## config.mk

```make
export PLATFORM = sky130hd
export DESIGN_NAME = seg7_scan_mux
export DESIGN_NICKNAME = d
export VERILOG_FILES = /design/src/rtl/seg7_pkg.sv /design/src/rtl/seg7_scan_mux_slot_timer.sv /design/src/rtl/seg7_scan_mux.sv
export SDC_FILE = /design/constraint.sdc
export NUM_CORES = 1
export LEC_CHECK = 0
export BUFFER_PORTS_ARGS = -buffer_cell sky130_fd_sc_hd__buf_2
export CORE_ASPECT_RATIO = 0.6
export CORE_MARGIN = 2
export CORE_UTILIZATION = 45
export DETAILED_ROUTE_END_ITERATION = 8
export RECOVER_POWER = 25
export SLEW_MARGIN = 30
export SYNTH_ARGS = -nofsm -noshare
export SYNTH_HDL_FRONTEND = slang
export SYNTH_SLANG_ARGS = --single-unit
export TNS_END_PERCENT = 20
```

## constraint.sdc

```tcl
create_clock -name i_clk -period 2.6 [get_ports i_clk]
set_clock_uncertainty 0.05 [all_clocks]
set_input_delay 0.26 -clock i_clk [delete_from_list [all_inputs] [get_ports i_clk]]
set_output_delay 0.26 -clock i_clk [all_outputs]
set_load 0.01 [all_outputs]
```

## src/rtl/seg7_pkg.sv

```systemverilog
// seg7_pkg: shared definitions for the 7-segment display path.
//   scan_state_t - SHOW/BLANK state of the digit scan FSM
//   SEG_0..SEG_9 - segment patterns {g,f,e,d,c,b,a}, 1 = lit
//   SEG_BLANK    - all segments off
//   seg7_decode  - BCD code to segment pattern; codes 10-15 give SEG_BLANK.
//                  It is also used by the single-digit decoder.
package seg7_pkg;

  typedef enum logic {
    ST_SHOW  = 1'b0,
    ST_BLANK = 1'b1
  } scan_state_t;

  localparam logic [6:0] SEG_0     = 7'b0111111;
  localparam logic [6:0] SEG_1     = 7'b0000110;
  localparam logic [6:0] SEG_2     = 7'b1011011;
  localparam logic [6:0] SEG_3     = 7'b1001111;
  localparam logic [6:0] SEG_4     = 7'b1100110;
  localparam logic [6:0] SEG_5     = 7'b1101101;
  localparam logic [6:0] SEG_6     = 7'b1111101;
  localparam logic [6:0] SEG_7     = 7'b0000111;
  localparam logic [6:0] SEG_8     = 7'b1111111;
  localparam logic [6:0] SEG_9     = 7'b1101111;
  localparam logic [6:0] SEG_BLANK = 7'b0000000;

  function automatic logic [6:0] seg7_decode(input logic [3:0] code);
    logic [6:0] seg;
    case (code)
      4'd0:    seg = SEG_0;
      4'd1:    seg = SEG_1;
      4'd2:    seg = SEG_2;
      4'd3:    seg = SEG_3;
      4'd4:    seg = SEG_4;
      4'd5:    seg = SEG_5;
      4'd6:    seg = SEG_6;
      4'd7:    seg = SEG_7;
      4'd8:    seg = SEG_8;
      4'd9:    seg = SEG_9;
      default: seg = SEG_BLANK;
    endcase
    return seg;
  endfunction

endpackage

```

## src/rtl/seg7_scan_mux_slot_timer.sv

```systemverilog
// scan_slot_timer: slot counter, digit index and SHOW/BLANK FSM for the scan mux.
// Ports:
//   i_clk, i_reset - clock and synchronous active-high reset
//   o_state        - current FSM state (SHOW or BLANK)
//   o_index        - digit currently being scanned (0..NUM_DIGITS-1)
//   o_count        - slot counter (0..REFRESH_DIV-1)
//   o_wrap         - high in the cycle whose clock edge wraps the index to 0
//   o_frame_done   - registered pulse, high in exactly the o_wrap cycle
module scan_slot_timer
  import seg7_pkg::*;
#(
  parameter int NUM_DIGITS   = 4,
  parameter int REFRESH_DIV  = 2500,
  parameter int BLANK_CYCLES = 16,
  localparam int IDX_W = $clog2(NUM_DIGITS),
  localparam int CNT_W = $clog2(REFRESH_DIV)
) (
  input  logic             i_clk,
  input  logic             i_reset,
  output scan_state_t      o_state,
  output logic [IDX_W-1:0] o_index,
  output logic [CNT_W-1:0] o_count,
  output logic             o_wrap,
  output logic             o_frame_done
);

  localparam logic [CNT_W-1:0] SHOW_LAST = CNT_W'(REFRESH_DIV - BLANK_CYCLES - 1);
  localparam logic [CNT_W-1:0] SLOT_LAST = CNT_W'(REFRESH_DIV - 1);
  localparam logic [CNT_W-1:0] SLOT_PRE  = CNT_W'(REFRESH_DIV - 2);
  localparam logic [IDX_W-1:0] IDX_LAST  = IDX_W'(NUM_DIGITS - 1);

  scan_state_t      r_state;
  logic [IDX_W-1:0] r_idx;
  logic [CNT_W-1:0] r_cnt;
  logic             r_frame_done;

  // frame_done is registered from the cycle before the wrap so that the pulse
  // lands on the wrap cycle itself; a load seen together with frame_done is
  // then the load that goes straight into the active register.
  logic w_pre_wrap;
  assign w_pre_wrap = (r_cnt == SLOT_PRE) && (r_idx == IDX_LAST);

  always_ff @(posedge i_clk) begin
    if (i_reset) begin
      r_state      <= ST_SHOW;
      r_idx        <= '0;
      r_cnt        <= '0;
      r_frame_done <= 1'b0;
    end else begin
      r_frame_done <= w_pre_wrap;
      case (r_state)
        ST_SHOW: begin
          r_cnt <= r_cnt + CNT_W'(1);
          if (r_cnt == SHOW_LAST) r_state <= ST_BLANK;
        end
        default: begin
          if (r_cnt == SLOT_LAST) begin
            r_cnt   <= '0;
            r_state <= ST_SHOW;
            r_idx   <= (r_idx == IDX_LAST) ? '0 : r_idx + IDX_W'(1);
          end else begin
            r_cnt <= r_cnt + CNT_W'(1);
          end
        end
      endcase
    end
  end

  assign o_state      = r_state;
  assign o_index      = r_idx;
  assign o_count      = r_cnt;
  assign o_wrap       = (r_state == ST_BLANK) && (r_cnt == SLOT_LAST) && (r_idx == IDX_LAST);
  assign o_frame_done = r_frame_done;

endmodule

```

## src/rtl/seg7_scan_mux.sv

```systemverilog
// seg7_scan_mux: time-multiplexes NUM_DIGITS BCD digits onto one 7-segment bus.
// Optional macro SEG7_SCAN_BRIGHTNESS_EN adds i_brightness[2:0] PWM dimming.
// Ports:
//   i_clk, i_reset   - clock and synchronous active-high reset
//   i_digits_bcd     - packed BCD, nibble i is digit i (digit 0 = LSD)
//   i_load           - captures i_digits_bcd / i_dp_mask into pending
//   i_dp_mask        - decimal point per digit
//   i_lz_blank_en    - leading-zero suppression enable
//   i_brightness     - (macro only) 7 = full on, 0 = 1/8 duty
//   o_segments       - {g,f,e,d,c,b,a}, 1 = lit
//   o_dp             - decimal point of the current digit
//   o_digit_en       - one-hot digit enable, zero during blanking
//   o_frame_done     - one-cycle pulse on the frame wrap cycle
module seg7_scan_mux
  import seg7_pkg::*;
#(
  parameter int NUM_DIGITS   = 4,
  parameter int REFRESH_DIV  = 2500,
  parameter int BLANK_CYCLES = 16
) (
  input  logic                    i_clk,
  input  logic                    i_reset,
  input  logic [4*NUM_DIGITS-1:0] i_digits_bcd,
  input  logic                    i_load,
  input  logic [NUM_DIGITS-1:0]   i_dp_mask,
  input  logic                    i_lz_blank_en,
`ifdef SEG7_SCAN_BRIGHTNESS_EN
  input  logic [2:0]              i_brightness,
`endif
  output logic [6:0]              o_segments,
  output logic                    o_dp,
  output logic [NUM_DIGITS-1:0]   o_digit_en,
  output logic                    o_frame_done
);

  localparam int IDX_W = $clog2(NUM_DIGITS);
  localparam int CNT_W = $clog2(REFRESH_DIV);

  scan_state_t      w_state;
  logic [IDX_W-1:0] w_idx;
  logic [CNT_W-1:0] w_cnt;
  logic             w_wrap;

  scan_slot_timer #(
    .NUM_DIGITS   (NUM_DIGITS),
    .REFRESH_DIV  (REFRESH_DIV),
    .BLANK_CYCLES (BLANK_CYCLES)
  ) u_timer (
    .i_clk        (i_clk),
    .i_reset      (i_reset),
    .o_state      (w_state),
    .o_index      (w_idx),
    .o_count      (w_cnt),
    .o_wrap       (w_wrap),
    .o_frame_done (o_frame_done)
  );

  // Double-buffered digit data: loads land in pending, and pending moves to
  // active only on the frame wrap so a frame never mixes old and new digits.
  logic [4*NUM_DIGITS-1:0] r_pend_bcd, r_act_bcd;
  logic [NUM_DIGITS-1:0]   r_pend_dp,  r_act_dp;

  always_ff @(posedge i_clk) begin
    if (i_reset) begin
      r_pend_bcd <= '0;
      r_pend_dp  <= '0;
      r_act_bcd  <= '0;
      r_act_dp   <= '0;
    end else begin
      if (i_load) begin
        r_pend_bcd <= i_digits_bcd;
        r_pend_dp  <= i_dp_mask;
      end
      if (w_wrap) begin
        r_act_bcd <= i_load ? i_digits_bcd : r_pend_bcd;
        r_act_dp  <= i_load ? i_dp_mask    : r_pend_dp;
      end
    end
  end

  // Leading-zero mask: walk down from the top digit while every nibble seen
  // so far is zero. Digit 0 is never part of the walk.
  logic [NUM_DIGITS-1:0] w_lz_blank;
  logic                  w_zero_run;

  always_comb begin
    w_lz_blank = '0;
    w_zero_run = 1'b1;
    for (int i = NUM_DIGITS - 1; i >= 1; i--) begin
      w_zero_run    = w_zero_run & (r_act_bcd[4*i +: 4] == 4'd0);
      w_lz_blank[i] = i_lz_blank_en & w_zero_run;
    end
  end

  logic [3:0]            w_nib;
  logic                  w_cur_dp;
  logic [NUM_DIGITS-1:0] w_onehot;
  logic                  w_gate;

  assign w_nib    = r_act_bcd[{w_idx, 2'b00} +: 4];
  assign w_cur_dp = r_act_dp[w_idx];
  assign w_onehot = NUM_DIGITS'(1) << w_idx;

`ifdef SEG7_SCAN_BRIGHTNESS_EN
  logic [2:0] w_cnt_lo;
  assign w_cnt_lo = 3'(w_cnt);
  assign w_gate   = (w_cnt_lo <= i_brightness);
`else
  // The slot counter only feeds the brightness gate.
  logic w_unused_cnt;
  assign w_unused_cnt = ^w_cnt;
  assign w_gate       = 1'b1;
`endif

  always_ff @(posedge i_clk) begin
    if (i_reset) begin
      o_segments <= SEG_BLANK;
      o_dp       <= 1'b0;
      o_digit_en <= '0;
    end else if (w_state == ST_SHOW) begin
      o_digit_en <= w_onehot & {NUM_DIGITS{w_gate}};
      o_segments <= w_lz_blank[w_idx] ? SEG_BLANK : seg7_decode(w_nib);
      o_dp       <= w_cur_dp;
    end else begin
      o_digit_en <= '0;
      o_segments <= SEG_BLANK;
      o_dp       <= 1'b0;
    end
  end

endmodule
```

-- After elaboration in Yosys (flattened, before gate mapping)
Memory sizes are Yosys's and may differ from the RTL's. A register that Yosys moved wholly into a read port is not among the register bits.
Index checks and enable logic that the tools add are counted.
- register bits after elaboration: 61
- bits in read-only memories: 112
- bits of input ports: 24
- output and inout port bits: 13
- word-level logic and storage cells: 46
- memories kept: 1
- add/sub/neg operators: 2
- order comparisons: 1
- eq/ne operators: 4
- shifts and indexed selects: 2
- multiplexer cells: 12
- bitwise gates (word level): 5
- reduce and logical (&&, ||, !) cells: 9
- memory list (memory ; words ; width ; rd ports ; clocked after memory_dff ; write ports ; RTL line ; source):
    (no name shown) ; 16 ; 7 ; 1 ; 1 ; 0 ; seg7_pkg.sv:28 ; case (code)
- operator list (kind ; count):
    equality test 12 bit (second input constant) ; 3
    2-to-1 mux 12 bit ; 2
    2-to-1 mux 16 bit ; 1
    variable part select 16 x 5 -> 4 bit ; 1
    adder 12 x 1 -> 12 bit (second input constant) ; 1
    zero test 4 bit ; 3
    bitwise AND 1 bit ; 5
    2-to-1 mux 1 bit ; 5
    binary-select mux 1 bit (select 2 bit) ; 2
    2-to-1 mux 4 bit ; 1
    << shifter 1 x 2 -> 4 bit (first input constant) ; 1
    logical AND 1 bit ; 3
    < comparator 2 x 3 -> 1 bit (second input constant) ; 1
    OR reduction 3 bit ; 1
    adder 2 x 1 -> 2 bit (second input constant) ; 1
    equality test 2 bit (second input constant) ; 1
    2-to-1 mux 2 bit ; 1
    AND reduction 2 bit ; 1
    OR reduction 2 bit ; 1

-- Longest topological paths before layout
Gate-level depths: netlist (run 1).
- word-level depth: 7
- depth in mapped cells: 8
- depth with buffers taken out: 7

-- By module
From an unflattened synthesis (run 1), not the netlist that was laid out.
- cells, all modules: 280
- area, all modules: 2827.7 um2
- modules (own cells, without submodules) (module ; instances ; cells each ; area an instance (um2) ; seq. area each (um2)):
    seg7_scan_mux ; 1 ; 201 ; 2087.0 ; 1041.0
    scan_slot_timer ; 1 ; 79 ; 740.7 ; 320.3

-- Worst setup path after synthesis (run 1)
No wires, ideal clock.
- path type: register to register
- start point: register u_timer.r_idx[0], in the netlist u_timer.o_index[0]
- end point: register o_segments[4]
- setup time: 0.086 ns
- arrival time: 1.832 ns
- data required time: 2.464 ns
- setup slack: 0.632 ns
- stages on the path, launching flop included: 9
- buffers on the path: 1
- period minus slack after synthesis: 1.968 ns
- path through: dfxtp_1 > buf_6 > mux4_1 > inv_1 > ha_1 > inv_1 > a21oi_1 > o21ai_1 > a211oi_1
- longest elaborated chain between the ends: 3
- elaborated cells between the ends (all ways): 4
- those cells by class: shift (1); mux (2); reduce/logical (1)
- RTL lines (item ; RTL line ; source):
    start: declaration ; seg7_scan_mux_slot_timer.sv:33 ; logic [IDX_W-1:0] r_idx;
    start signal: assignment ; seg7_scan_mux_slot_timer.sv:60 ; r_idx <= (r_idx == IDX_LAST) ? '0 : r_idx + IDX_W'(1);
    parallel branches: the longest is 3 deep, another holds variable part select 16 x 5 -> 4 bit ; - ;
    end: declaration ; seg7_scan_mux.sv:30 ; output logic [6:0] o_segments,
Parallel ways; which one is timed is not known. The select of a mux whose other input is x is not followed.
A chain may end at the register's enable or synchronous reset.

-- Worst setup path in the final report (run 1)
Same ends and word-level chain as after synthesis.

==> results of run 1 <==
per-stage QoR:
step           setup WS [ns]   util  instances  total power, mW
3_5_place_dp           0.525  0.520        365             1.21
6_report               0.538  0.563        381             2.24
4_1_cts                0.512  0.563        381             2.26
2_1_floorplan          0.632      -        259             1.17
3_3_place_gp           0.603  0.520        365             1.21
5_1_grt                0.344  0.563        381             2.33
area by class of cell:
type | instances | share of cell area
Tap cell | 80 | 0.0311
Clock buffer | 9 | 0.0384
Clock inverter | 7 | 0.0380
Sequential cell | 68 | 0.422
Timing Repair Buffer | 40 | 0.0648
Multi-Input combinational cell | 169 | 0.396
Inverter | 8 | 0.00932
flip-flops by register name, summed over array words and instances, names as in the netlist, 2 cells and up:
name	count
u_timer.o_index	2
r_act_bcd	16
r_pend_bcd	16
o_digit_en	4
r_act_dp	4
u_timer.o_count	12
o_segments	7
r_pend_dp	4
layout by cell type, fill, tap and decap left out, drive strengths merged, types with 2 or more instances in the layout:
| cell | netlist | final |
|---|---|---|
| a21oi | 4 | 4 |
| nor4 | 4 | 4 |
| nand2 | 8 | 8 |
| nor3 | 6 | 6 |
| nor4bb | 4 | 4 |
| mux2i | 22 | 22 |
| nor2 | 40 | 40 |
| nand3 | 9 | 9 |
| xor2 | 7 | 7 |
| clkinvlp | 0 | 2 |
| ha | 9 | 9 |
| dfxtp | 68 | 68 |
| clkbuf | 8 | 10 |
| and4 | 3 | 3 |
| o21ai | 5 | 5 |
| buf | 6 | 39 |
| xnor2 | 4 | 4 |
| a211oi | 4 | 4 |
| mux4 | 5 | 5 |
| bufinv | 0 | 3 |
| o22a | 20 | 20 |
| nor3b | 2 | 2 |
| inv | 7 | 9 |
power groups by stage:
stage	Combinational, mW	Sequential, mW	Clock [mW]
after global routing	0.116	1.08	1.13
final	0.103	1.08	1.05
after detailed placement	0.103	1.10	0
after floorplan	0.0640	1.10	0
after global placement	0.102	1.10	0
after CTS	0.104	1.08	1.08
worst min-delay path by stage:
stage	startpoint	endpoint	slack, ns	cells after the start
global route	i_dp_mask[2]	r_pend_dp[2]	0.15	3
CTS	i_dp_mask[2]	r_pend_dp[2]	0.14	3
detailed placement	u_timer.o_state	o_digit_en[3]	0.41	1
floorplan	u_timer.o_state	o_digit_en[3]	0.38	1
finish	i_dp_mask[2]	r_pend_dp[2]	0.15	3
global placement	r_act_dp[1]	r_act_dp[1]	0.41	1
worst max-delay path, delay by kind of cell (launching register included):
family                     cells  cell delay [ns]
AOI/OAI and AO/OA              3             0.39
adders and majority gates      1             0.16
muxes                          1             0.68
DFF                            1             0.50
buffers and inverters          2             0.22
per-layer routing:
layer	wire length (um)	vias to the layer above
met5	0	-
met4	57	0
met3	268	7
met2	2050	41
met1	2990	909
li1	-	1004
kinds of logic (layout without fill, tap and decap cells):
kind of cell             after synthesis  after routing  synth area share
AO/OA/AOI/OAI                         37             37             0.104
AND/OR/NAND/NOR                       85             85             0.160
adder cells (fa/ha/maj)                9              9            0.0411
buffers and inverters                 22             64            0.0370
XOR/XNOR                              11             11            0.0352
flip-flops                            68             68             0.497
multiplexers                          27             27             0.126
==> results.yml, run 1 <==
outcome:
  run_status: "complete, but fails checks"
  violations: "max-capacitance violations, max-slew violations"
power_and_ir_drop:
  sequentialPowerShare: 0.483
  cellLeakagePower_nw: 1.45
  switching_share: 0.214
  max-vdd-ir-drop_uv: 341
  power_frac_clock: 0.471
  power.density_nw_per_um2: 694
  sw_power_uw: 478
  power.share.combinational: 0.046
  cell_internal_pwr_mw: 1.76
floorplan:
  initial_utilization: 0.478
  fp.dieArea_um2: 6750
  dieWidth_um: 105
  placeableCoreArea_um2: 5730
  chipHeight_um: 64.4
  std_cell_rows: 21
  num_io_pins: 37
synthesis:
  yosysWarnings: 0
  yosys.cell_count.top_type: "sky130_fd_sc_hd__dfxtp_1"
  async_flop_share: 0
  post_synth_main_area_contributors: "sky130_fd_sc_hd__dfxtp_1 50%, sky130_fd_sc_hd__mux2i_1 8.0%, sky130_fd_sc_hd__o22a_1 6.4%"
  syn_area_um2: 2740
  synth-edff-count: 0
  synthDistinctLibCells: 40
  synth-main-ff-cell: "sky130_fd_sc_hd__dfxtp_1"
  yosys-top-cells-count: "68 x sky130_fd_sc_hd__dfxtp_1, 40 x sky130_fd_sc_hd__nor2_1, 22 x sky130_fd_sc_hd__mux2i_1"
  synth_seq_cells: 68
  synth_cells: 259
  synthesis.area_per_instance_um2: 10.6
  synth.largest_area_cell: "sky130_fd_sc_hd__dfxtp_1"
  synth_top_area_share: 0.497
  syn-num-nets: 292
  ys_seq_area_frac: 0.497
sta:
  period_needed_ns: 2.06
  hold_ws_ns: 0.154
  fmax_ghz: 0.485
  unrepaired_setup_endpoints_after_global_routing: "no"
  crit_share_post_route: 0.793
  report.final.hold_viol_count: 0
  max_slew_margin: -0.0108
  setup_total_negative_slack_ns: 0
  finalSetupViolCount: 0
  report.final.slew_viol_count: 21
  worst_slew_pin_slew_ns: 1.52
cts:
  clkLatencyLatePin_ns: 0.34
  cts_root_buf: "sky130_fd_sc_hd__clkbuf_8"
  cts_resized: 0
  post-cts-setup-buffer-count: 0
  h-tree-depth: 3
  cts-buffers-inserted: 9
  cts.sink_count: 68
  clock_tree.buffer_depth: 2
  cts_hold_buf: 0
  path_clk_slew_ns: 0.07
  tritoncts: "built"
finish:
  seq_area_um2: 1360
  drive_gt1_frac: 0.203
  n_fill_cell: 552
  insertedDiodeCount: 0
  finish.net_count: 329
  layout-area-overhead-vs-synth_pct: 17.7
  area_taken_by_multi_input_logic_gates_um2: 1280
  post-route-cell-area_um2: 3220
grt:
  global_route.usage.total: 0.177
  gr-usage-met1: 0.262
  maximum_number_of_pins_on_one_net_before_global_route_repair: 29
  vias_in_the_first_global_route: 1827
  grt_overflow_total: 0
  antenna_violations_before_repair: 0
  groute.layer.met2.usage: 0.232
  grt_busiest_layer: "met1"
  wire_length_of_the_first_global_routing_pass_um: 9130
  grt_use_met3: 0.0594
critical_path:
  cp_data_arrival_time_ns: 2.28
  cp_common_cell: "sky130_fd_sc_hd__inv_1"
  critical_path_start_type: "flip-flop"
  slowest_stage: "sky130_fd_sc_hd__mux4_1"
  critical_path.max_stage_delay_ns: 0.68
  ff2ff_setup_slack_ns: 0.54
  critPathKind: "flip-flop to flip-flop"
  worstPathMaxFanout: 7
  critPathCapture: "o_segments[4]"
  cp_cell_sequence: "mux4_1 -> inv_1 -> ha_1 -> inv_1 -> a21oi_1 -> o21ai_1 -> a211oi_1"
  critPathLaunch: "u_timer.o_index[0]"
  endpoint_kind: "flip-flop"
  timing.rr.end: "o_segments[4]"
  timing.reg2reg.worst_path_depth: 7
  rr_startpoint: "u_timer.o_index[0]"
  critical_path_required_ns: 2.81
routing:
  drc_errors: 0
  vias_per_cell: 5.15
  vias: 1961
  drt-pass1-iter-count: 4
  routed_wirelength_um: 5370
  initialDrtViolationCount: 76
  wire_per_inst_um: 14.1
  route.antenna.remaining_nets: 0
flow_run:
  drv_cap: 1
place:
  final_estimated_routing_congestion_in_global_placement: 0.755
  place.port_buffers: 36
  dp_hpwl_um: 3780
  placedInstanceArea_um2: 2980
hold_path:
  worst_hold_path_class: "input pin to flip-flop"
Note: power is estimated with default switching activity, not from simulation.
==> run 2, diff against run 1 <==
- PLACE_DENSITY: not set -> 0.67
- clock period: 2.6 -> 1.68 ns (I/O delays scaled with it)
==> results.yml, run 2 (synthesis gave the netlist of run 1 again) <==
outcome:
  run_status: "complete, but fails checks"
  violations: "negative setup slack"
critical_path:
  timing.reg2reg.worst_path_depth: 7
  endpoint_kind: "flip-flop"
  worstPathMaxFanout: 5
  rr_startpoint: "u_timer.o_index[0]"
  critical_path_start_type: "flip-flop"
  cp_data_arrival_time_ns: 2.01
  slowest_stage: "sky130_fd_sc_hd__mux4_2"
  ff2ff_setup_slack_ns: -0.11
  critical_path_required_ns: 1.90
  critPathTopFamily: "multiplexers"
  timing.rr.end: "o_segments[4]"
  critical_path_depth: 7
  critPathCapture: "o_segments[4]"
  critPathLaunch: "u_timer.o_index[0]"
  critPathKind: "flip-flop to flip-flop"
  path_buf_inv: 2
  critical_path.max_stage_delay_ns: 0.59
  cp_cell_sequence: "mux4_2 -> inv_4 -> ha_4 -> inv_2 -> a21oi_2 -> o21ai_1 -> a211oi_1"
routing:
  drt-pass1-iter-count: 4
  initialDrtViolationCount: 94
  vias: 2137
  routed_wirelength_um: 6350
  wire_per_inst_um: 15.2
  drc_errors: 0
  vias_per_cell: 5.11
  route.antenna.remaining_nets: 0
place:
  dp_cells: 399
  dp_worst_setup_slack_ns: -0.218
  placedInstanceArea_um2: 3270
  place.port_buffers: 36
  dp_hpwl_um: 4490
  final_estimated_routing_congestion_in_global_placement: 0.838
grt:
  wire_length_of_the_first_global_routing_pass_um: 10200
  maximum_number_of_pins_on_one_net_before_global_route_repair: 22
  global_route.usage.total: 0.202
  antenna_violations_before_repair: 0
  grt_overflow_total: 0
  vias_in_the_first_global_route: 2069
cts:
  cts.sink_count: 68
  clock_tree.buffer_depth: 2
  h-tree-depth: 3
  cts_root_buf: "sky130_fd_sc_hd__clkbuf_8"
  clkLatencyLatePin_ns: 0.34
  tritoncts: "built"
  path_clk_slew_ns: 0.07
  cts-buffers-inserted: 9
finish:
  post-route-cell-area_um2: 3580
  instances_no_fill: 418
  finish.net_count: 366
  most-common-layout-cells: "66 x sky130_fd_sc_hd__dfxtp_1, 39 x sky130_fd_sc_hd__nor2_1, 36 x sky130_fd_sc_hd__buf_2, 36 x sky130_fd_sc_hd__buf_4, 22 x sky130_fd_sc_hd__mux2i_1"
  layout-area-overhead-vs-synth_pct: 30.7
  layout_commonest_cell: "sky130_fd_sc_hd__dfxtp_1"
  area_taken_by_multi_input_logic_gates_um2: 1340
  drive_gt1_frac: 0.349
  insertedDiodeCount: 0
  layout.core_utilization: 0.625
  seq_area_um2: 1370
  n_fill_cell: 503
power_and_ir_drop:
  power.density_nw_per_um2: 896
  report.power.total_mw: 3.21
  max-vdd-ir-drop_uv: 354
  cellLeakagePower_nw: 1.65
sta:
  crit_share_post_route: 1.06
  report.final.hold_viol_count: 0
  final_critical_path_setup_slack_ns: -0.108
  hold_ws_ns: 0.0709
  unrepaired_setup_endpoints_after_global_routing: "yes"
  finalSetupViolCount: 7
  max_slew_margin: 0.709
  worst_slew_pin_slew_ns: 0.432
  fmax_ghz: 0.559
  period_needed_ns: 1.79
  report.final.slew_viol_count: 0
  setup_total_negative_slack_ns: -0.577
floorplan:
  std_cell_rows: 21
  num_io_pins: 37
  placeableCoreArea_um2: 5730
  initial_utilization: 0.478
  chipHeight_um: 64.4
  dieWidth_um: 105
  fp.dieArea_um2: 6750
flow_run:
  drv_cap: 0
hold_path:
  worst_hold_path_class: "input pin to flip-flop"
==> run 2: changes by cell type in the layout (fill, tap and decap cells not counted), sizes merged <==
cell | previous run | this run
bufinv | 3 | 1
inv | 9 | 7
clkinv | 1 | 4
buf | 39 | 77
==> run 2: power by group <==
| part | total [mW] | switching (mW) | leakage, nW | internal, mW |
|---|---|---|---|---|
| logic | 0.197 | 0.101 | 0.993 | 0.0952 |
| clock network | 1.35 | 0.623 | 0.0983 | 0.722 |
| registers | 1.66 | 0.0123 | 0.556 | 1.65 |
| total | 3.21 | 0.737 | 1.65 | 2.47 |
==> run 2: final cells by class <==
type | instances | share of cell area
Tap cell | 80 | 0.0280
Clock buffer | 10 | 0.0385
Timing Repair Buffer | 77 | 0.149
Inverter | 8 | 0.00979
Multi-Input combinational cell | 169 | 0.375
Sequential cell | 68 | 0.382
Clock inverter | 6 | 0.0178
==> run 2: timing repair <==
| action | CTS | global route |
|---|---|---|
| pin swaps | 5 | 5 |
| setup buffers | 3 | 0 |
| hold buffers | 0 | 0 |
| gates cloned | 0 | 0 |
| endpoints found under the setup margin | 7 | 41 |
| resized for setup | 8 | 15 |
==> run 2: per-layer routing <==
metal,wire length [um],vias to the layer above,GRT usage,part of all wire
li1,-,1069,-,-
met5,0,-,0,0
met2,2550,58,0.275,0.40
met4,70,0,0.0967,0.011
met1,3300,1002,0.287,0.52
met3,421,8,0.0684,0.066
==> run 2: worst min-delay path by stage <==
stage,startpoint,endpoint,slack [ns],cells after the start
5_1_grt,i_digits_bcd[13],r_pend_bcd[13],0.08,3
6_report,i_digits_bcd[6],r_pend_bcd[6],0.07,3
2_1_floorplan,i_digits_bcd[0],r_pend_bcd[0],0.30,2
3_3_place_gp,r_act_dp[2],r_act_dp[2],0.41,1
4_1_cts,i_digits_bcd[6],r_pend_bcd[6],0.05,3
3_5_place_dp,r_act_dp[3],r_act_dp[3],0.42,1
==> run 2: worst min-delay path, delay by kind of cell <==
kind	cells	cell delay (ns)
and+or+nand+nor	1	0.12
buffers and inverters	1	0.08
muxes	1	0.05
